[config.mk]
export PLATFORM = sky130hd
export DESIGN_NAME = reload_down_counter_flat
export DESIGN_NICKNAME = d
export VERILOG_FILES = /design/src/rtl/reload_down_counter_if.sv /design/src/rtl/reload_down_counter.sv /design/src/flat_wrapper.sv
export SDC_FILE = /design/constraint.sdc
export NUM_CORES = 1
export LEC_CHECK = 0
export ABC_AREA = 1
export CAP_MARGIN = 20
export CELL_PAD_IN_SITES_DETAIL_PLACEMENT = 1
export CELL_PAD_IN_SITES_GLOBAL_PLACEMENT = 1
export CORE_MARGIN = 2
export CORE_UTILIZATION = 31
export CTS_CLUSTER_SIZE = 40
export DETAILED_ROUTE_END_ITERATION = 12
export PLACE_DENSITY = 0.78
export SLEW_MARGIN = 20
export SYNTH_ARGS = -nofsm -noshare
export SYNTH_HDL_FRONTEND = slang
export SYNTH_SLANG_ARGS = --single-unit
[constraint.sdc]
create_clock -name clk -period 1.5 [get_ports clk]
set_input_delay 0.375 -clock clk [delete_from_list [all_inputs] [get_ports clk]]
set_output_delay 0.375 -clock clk [all_outputs]
set_load 0.005 [all_outputs]
[src/rtl/reload_down_counter_if.sv]
// Bus bundle for reload_down_counter: CPU-side write strobes, count controls
// and the registered count/terminal-count outputs.
interface reload_down_counter_if #(
  parameter int WIDTH = 8
);
  logic             en;
  logic             tick;
  logic             load;
  logic [WIDTH-1:0] d;
  logic             reload_wr;
  logic [WIDTH-1:0] reload_d;
  logic [WIDTH-1:0] q;
  logic             tc;
  logic             busy;

  modport master (
    output en, tick, load, d, reload_wr, reload_d,
    input  q, tc, busy
  );

  modport slave (
    input  en, tick, load, d, reload_wr, reload_d,
    output q, tc, busy
  );
endinterface

[src/rtl/reload_down_counter.sv]
// Loadable down-counter with automatic reload and a one-cycle terminal-count
// pulse, used for period and length timers.
//
//   state  | meaning
//   COUNT  | decrement on qualified tick, accept loads
//   RELOAD | wrap value shown for one cycle; next edge applies the reload
module reload_down_counter #(
  parameter int               WIDTH     = 8,
  parameter logic [WIDTH-1:0] INITIAL_Q = '0
) (
  input logic                   clk,
  input logic                   nreset,
  reload_down_counter_if.slave  bus
);

  typedef enum logic [0:0] {
    COUNT  = 1'b0,
    RELOAD = 1'b1
  } state_t;

  state_t           state_q, state_d;
  logic [WIDTH-1:0] q_q, q_d;
  logic [WIDTH-1:0] reload_q, reload_eff;
  logic             tc_q, tc_d;

  // A reload write in the RELOAD cycle is used immediately (write-through).
  assign reload_eff = bus.reload_wr ? bus.reload_d : reload_q;

  always_comb begin
    state_d = state_q;
    q_d     = q_q;
    tc_d    = 1'b0;
    unique case (state_q)
      COUNT: begin
        if (bus.load) begin
          q_d = bus.d;
        end else if (bus.en && bus.tick) begin
          if (q_q != '0) begin
            q_d = q_q - 1'b1;
          end else begin
            q_d     = '1;
            state_d = RELOAD;
          end
        end
      end
      RELOAD: begin
        state_d = COUNT;
        if (bus.load) begin
          q_d = bus.d;
        end else begin
          q_d  = reload_eff;
          tc_d = 1'b1;
        end
      end
      default: state_d = COUNT;
    endcase
  end

  always_ff @(posedge clk) begin
    if (!nreset) begin
      state_q  <= COUNT;
      q_q      <= INITIAL_Q;
      reload_q <= INITIAL_Q;
      tc_q     <= 1'b0;
    end else begin
      state_q <= state_d;
      q_q     <= q_d;
      tc_q    <= tc_d;
      if (bus.reload_wr) begin
        reload_q <= bus.reload_d;
      end
    end
  end

  assign bus.q    = q_q;
  assign bus.tc   = tc_q;
  assign bus.busy = (state_q == RELOAD);

endmodule

[src/flat_wrapper.sv]
// flat-port wrapper written by rule: the top's interface ports become plain ports
module reload_down_counter_flat 
#(
  parameter int               WIDTH     = 8,
  parameter logic [WIDTH-1:0] INITIAL_Q = '0
)
  (clk, nreset, bus_en, bus_tick, bus_load, bus_d, bus_reload_wr, bus_reload_d, bus_q, bus_tc, bus_busy);
  reload_down_counter_if #(.WIDTH(WIDTH)) bus_i ();
  input logic clk;
  input logic nreset;
  input wire logic [$bits(bus_i.en)-1:0] bus_en;
  input wire logic [$bits(bus_i.tick)-1:0] bus_tick;
  input wire logic [$bits(bus_i.load)-1:0] bus_load;
  input wire logic [$bits(bus_i.d)-1:0] bus_d;
  input wire logic [$bits(bus_i.reload_wr)-1:0] bus_reload_wr;
  input wire logic [$bits(bus_i.reload_d)-1:0] bus_reload_d;
  output wire logic [$bits(bus_i.q)-1:0] bus_q;
  output wire logic [$bits(bus_i.tc)-1:0] bus_tc;
  output wire logic [$bits(bus_i.busy)-1:0] bus_busy;
  assign bus_i.en = bus_en;
  assign bus_i.tick = bus_tick;
  assign bus_i.load = bus_load;
  assign bus_i.d = bus_d;
  assign bus_i.reload_wr = bus_reload_wr;
  assign bus_i.reload_d = bus_reload_d;
  assign bus_q = bus_i.q;
  assign bus_tc = bus_i.tc;
  assign bus_busy = bus_i.busy;
  reload_down_counter #(.WIDTH(WIDTH), .INITIAL_Q(INITIAL_Q)) u_core (.clk(clk), .nreset(nreset), .bus(bus_i));
endmodule
Word-level counts from Yosys, hierarchy flattened
Cells that the tools add are included.
W data, S select, Z words.
- output and inout bits: 10
- register bits: 18
- bits of input ports: 22
- logic and storage cells: 21
- mux-type cells: 11
- reductions and logical operators: 3
- equal/unequal tests: 1
- add/subtract/negate cells: 1
- bitwise operators: 1
- operators by type and width (cell ; count):
    $mux W8 ; 5
    $pmux W8 S2 ; 1
    $reduce_bool A8 Y1 ; 1
    $sub A8 B1 Y8 const B ; 1
    $mux W1 ; 4
    $ne A3 B2 Y1 const B ; 1
    $pmux W1 S2 ; 1
    $reduce_and A2 Y1 ; 1
    $logic_and A1 B1 Y1 ; 1
    $not A1 Y1 ; 1

Depth between registers and ports, before layout
- depth after elaboration: 5
- gate-level depth with buffers: 9
- depth with buffers taken out: 9

Worst setup path before layout
Ideal clock, no wire load.
- path kind: register to register
- start point: register u_core.q_q[0], in the netlist u_core.bus.q[0]
- end point: register u_core.q_q[4], in the netlist u_core.bus.q[4]
- cell stages (with the launch flop): 10
- path slack: 315 ps
- path buffers: 0
- clock period less this slack: 1185 ps
- library setup time: 117 ps
- required time: 1383 ps
- data arrival time: 1068 ps
- cells stage by stage: dfxtp_1 inv_1 ha_1 inv_1 nor2_1 nand2_1 nand2_1 nand3_1 nand2_1 a21oi_1
- cells in the longest elaborated chain, start to end: 5
- elaborated cells on any way between the ends: 6
- those cells by class: 1 x add/sub; 4 x mux; 1 x reduce/logical
- RTL lines (element ; line ; text):
    from (decl) ; reload_down_counter.sv:22 ; logic [WIDTH-1:0] q_q, q_d;
    from (signal assigned) ; reload_down_counter.sv:67 ; q_q <= q_d;
    $sub A8 B1 Y8 / $reduce_bool A8 Y1 (equally long branches) ; reload_down_counter.sv:39, reload_down_counter.sv:38 ;
    $mux W8 * ; reload_down_counter.sv:38 ; if (q_q != '0) begin
    $mux W8 * ; reload_down_counter.sv:37 ; end else if (bus.en && bus.tick) begin
    $mux W8 * ; reload_down_counter.sv:35 ; if (bus.load) begin
    $pmux W8 S2 * ; reload_down_counter.sv:33 ; unique case (state_q)
Mark *: on every way between the ends. The rest lies on a longest branch, timed or not. The select of a mux whose other input is x is not followed.
A chain may end at the register's enable or synchronous reset.

Worst setup path after layout
- start point: input port bus_load
- end point: register u_core.q_q[7], in the netlist u_core.bus.q[7]
- cells in the longest elaborated chain, start to end: 2
- elaborated cells on any way between the ends: 4
- those cells by class: 1 x eq/ne; 3 x mux
- RTL lines (element ; line ; text):
    from (decl) ; flat_wrapper.sv:13 ; input wire logic [$bits(bus_i.load)-1:0] bus_load;
    $mux W8, on equally long branches ; reload_down_counter.sv:48, reload_down_counter.sv:35 ;
    $pmux W8 S2 ; reload_down_counter.sv:33 ;
Several ways; a longest one is shown, not always the timed one.

==> summary.md <==
| Metric | Value |
|---|---|
| Global-route total usage across every layer | `20.1%` |
| Crit path DAT | `1.63 ns` |
| P_sw | `0.420 mW` |
| Total power draw | `1.30 mW` |
| Clock root cell | `clkbuf_4` |
| Maximum vdd drop | `0.520 mV` |
| Final hold violation count | `0` |
| First-pass GRT wire length | `5600 µm` |
| Seq/Total Area, Yosys | `35.2%` |
| Largest stage delay on the critical path | `0.54 ns` |
| Antenna diodes | `0` |
| Ys Warns | `0` |
| CTS Buf Count | `3` |
| Commonest non-fill, non-tap cell in the layout | `nand2_1` |
| Syn_nets | `182` |
| Post-Syn Area | `1020 µm²` |
| Largest net degree at the start of global routing | `12` |
| Initial DRC count | `27` |
| Final ANT Viol Nets | `0` |
| Tightest Pin Transition | `0.324 ns` |
| Post-DP HPWL | `2620 µm` |
| Part of the power in registers | `41.4%` |
| Vias | `1231` |
| Worst path cell trace | `clkdlybuf4s50_1 > nor2_4 > nand2_4 > inv_1 > nor2_1 > a21oi_1` |
| Starting density of the core | `33.0%` |
| Synth cell types | `22` |
| Highest Clock Rate | `713 MHz` |
| Register bit count reported by yosys | `18` |
| Drt pass-1 iters | `4` |
| Synth area leader | `dfxtp_1` |
| # port buffers | `31` |
| Core Region | `3100 µm²` |
| Status | `completed` |
| Row count | `20` |
| CTS tree | `yes` |
| Worst Skew | `0.00446 ns` |
| Vias per cell | `4.75` |
| Core Util, Final | `51.3%` |
| Area grow syn2layout | `55.5%` |
| CTS Buffer Depth | `2` |
| Worst slew margin | `78.2%` |
| Hold Crit Class | `register to register` |
| Top-level port count | `32` |
| CTS clk-pin slew, worst paths | `0.11 ns` |
| H-tree lvl count | `1` |
| Chip height | `61.5 µm` |
| Area share of the largest cell type after synthesis | `35.2%` |
| Layout cell share with drive strength beyond 1 | `24.2%` |
| LEAKAGE | `0.788 nW` |
| Comb power frac | `34.4%` |
| Worst Path Required | `1.73 ns` |
| Cells taking the most area after synthesis | `dfxtp_1, nand2_1, nor2_1, o21ai_1, inv_1` |
| Clk sinks | `18` |
| DRC | `0` |
| Total gr overflow | `0` |
| Startpoint types | `input port` |
| # setup viols final | `0` |
| DIE WIDTH | `61.5 µm` |
| Max Cap Violations | `0` |
| Clock power share | `24.2%` |
| Post-route clock period utilization | `93.4%` |
| DIE AREA | `3780 µm²` |
| Sw frac | `32.4%` |
| Layout net count | `240` |
| Vias in the first global route | `1296` |
| Crit path max fanout | `11` |
| Global placer's final weighted congestion | `0.835` |
| Mean Syn Cell Area | `6.48 µm²` |
| Setup crit end kind | `register` |
| CP max-delay cell | `clkdlybuf4s50_1` |
| CP Class | `input port to register` |
| Cell-internal power | `0.878 mW` |
| Post-DR wirelength/cell | `13.4 µm` |
| Power per Cell Area | `816 nW/µm²` |
| Most frequent cells in the layout | `nand2_1, nor2_1, buf_4, clkdlybuf4s50_1, inv_1` |
| Cells after synthesis | `158` |
| Initial antenna violation count | `0` |
| Final WL | `3460 µm` |
| Max Slew Vio Count | `0` |
| Clock Latency Late Sink | `0.31 ns` |
| Tmin final | `1.40 ns` |
[cell families after synthesis]
| kind of cell | count (synthesis) | synth area share (%) |
|---|---|---|
| buf+inv | 24 | 10.5 |
| flops | 18 | 35.2 |
| mux | 1 | 0.978 |
| compound gates | 33 | 17.4 |
| fa+ha+maj | 2 | 2.44 |
| simple gates | 80 | 33.5 |
[layer usage]
metal / wire, µm / GRT usage, % / up-vias / part of all wire [%]
met5: 0 / 0 / - / 0
met4: 63 / 3.65 / 0 / 1.8
met3: 175 / 3.99 / 9 / 5.1
met2: 1860 / 39.7 / 38 / 54
met1: 1360 / 22.0 / 573 / 39
li1: - / - / 611 / -
[worst paths after layout]
kind	startpoint	to	slack, ns	depth (start not counted)
setup / recovery	bus_load	u_core.bus.q[7]	0.1	6
hold reg to reg	u_core.reload_q[6]	u_core.reload_q[6]	0.51	2
hold / removal	u_core.reload_q[6]	u_core.reload_q[6]	0.51	2
setup reg to reg	u_core.bus.q[6]	u_core.bus.q[7]	0.14	8
[worst max-delay path, delay by kind of cell]
family          cells  cell delay (ns)
compound gates      1             0.15
buf+inv             2             0.69
simple gates        3             0.41
[state kept, by name (all words and copies together) (netlist names)]
| register | flops |
|---|---|
| u_core.reload_q | 8 |
| u_core.bus.tc | 1 |
| u_core.bus.q | 8 |
| u_core.bus.busy | 1 |
[area by class of cell]
| class | instances | area (µm²) |
|---|---|---|
| inverter | 22 | 85.1 |
| clock buffer | 4 | 36.3 |
| tap | 44 | 55.1 |
| sequential | 18 | 374 |
| timing repair buffer | 55 | 478 |
| multi-input combinational | 116 | 563 |
| fill | 428 | 1510 |
[Yosys cell counts]
| library cell | n |
|---|---|
| dfxtp_1 | 18 |
| clkinv_1 | 1 |
| inv_4 | 1 |
| mux2i_1 | 1 |
| inv_2 | 4 |
| o21ai_0 | 6 |
| buf_6 | 2 |
| a21oi_1 | 10 |
| o211ai_1 | 1 |
| o21ai_1 | 13 |
| nor3_1 | 1 |
| o21ai_2 | 2 |
| nand3_1 | 7 |
| inv_1 | 16 |
| nor2_2 | 2 |
| ha_1 | 2 |
| nand2_4 | 2 |
| nor2_1 | 29 |
| nor2_4 | 1 |
| o21a_1 | 1 |
| nand2_1 | 36 |
| nand2_2 | 2 |
[timing repair]
action | in CTS | in global routing
pin swaps | 0 | 1
hold buffers | 0 | 0
gates resized for setup | 20 | 2
cloned | 0 | 0
setup buffers | 4 | 2
setup endpoints to repair | 10 | 4
[power groups by stage]
stage / Combinational (mW) / Sequential, mW / Clock [mW]
CTS: 0.434 / 0.538 / 0.322
global route: 0.499 / 0.541 / 0.344
global placement: 0.411 / 0.548 / 0
finish: 0.446 / 0.537 / 0.315
floorplan: 0.203 / 0.555 / 0
detailed placement: 0.427 / 0.550 / 0
[per-stage QoR]
| stage | TNS [ns] | instance area, µm² | hold slack (ns) | setup slack [ns] | instances |
|---|---|---|---|---|---|
| floorplan | 0 | 1020 | 0.443 | 0.315 | 158 |
| global placement | -1.33 | 1500 | 0.467 | -0.172 | 249 |
| detailed placement | -1.68 | 1500 | 0.490 | -0.213 | 249 |
| CTS | 0 | 1570 | 0.516 | 0.0406 | 257 |
| global route | -0.00245 | 1590 | 0.592 | -0.00245 | 259 |
| finish | 0 | 1590 | 0.510 | 0.0984 | 259 |
Note: power is estimated with default switching activity, not from simulation.
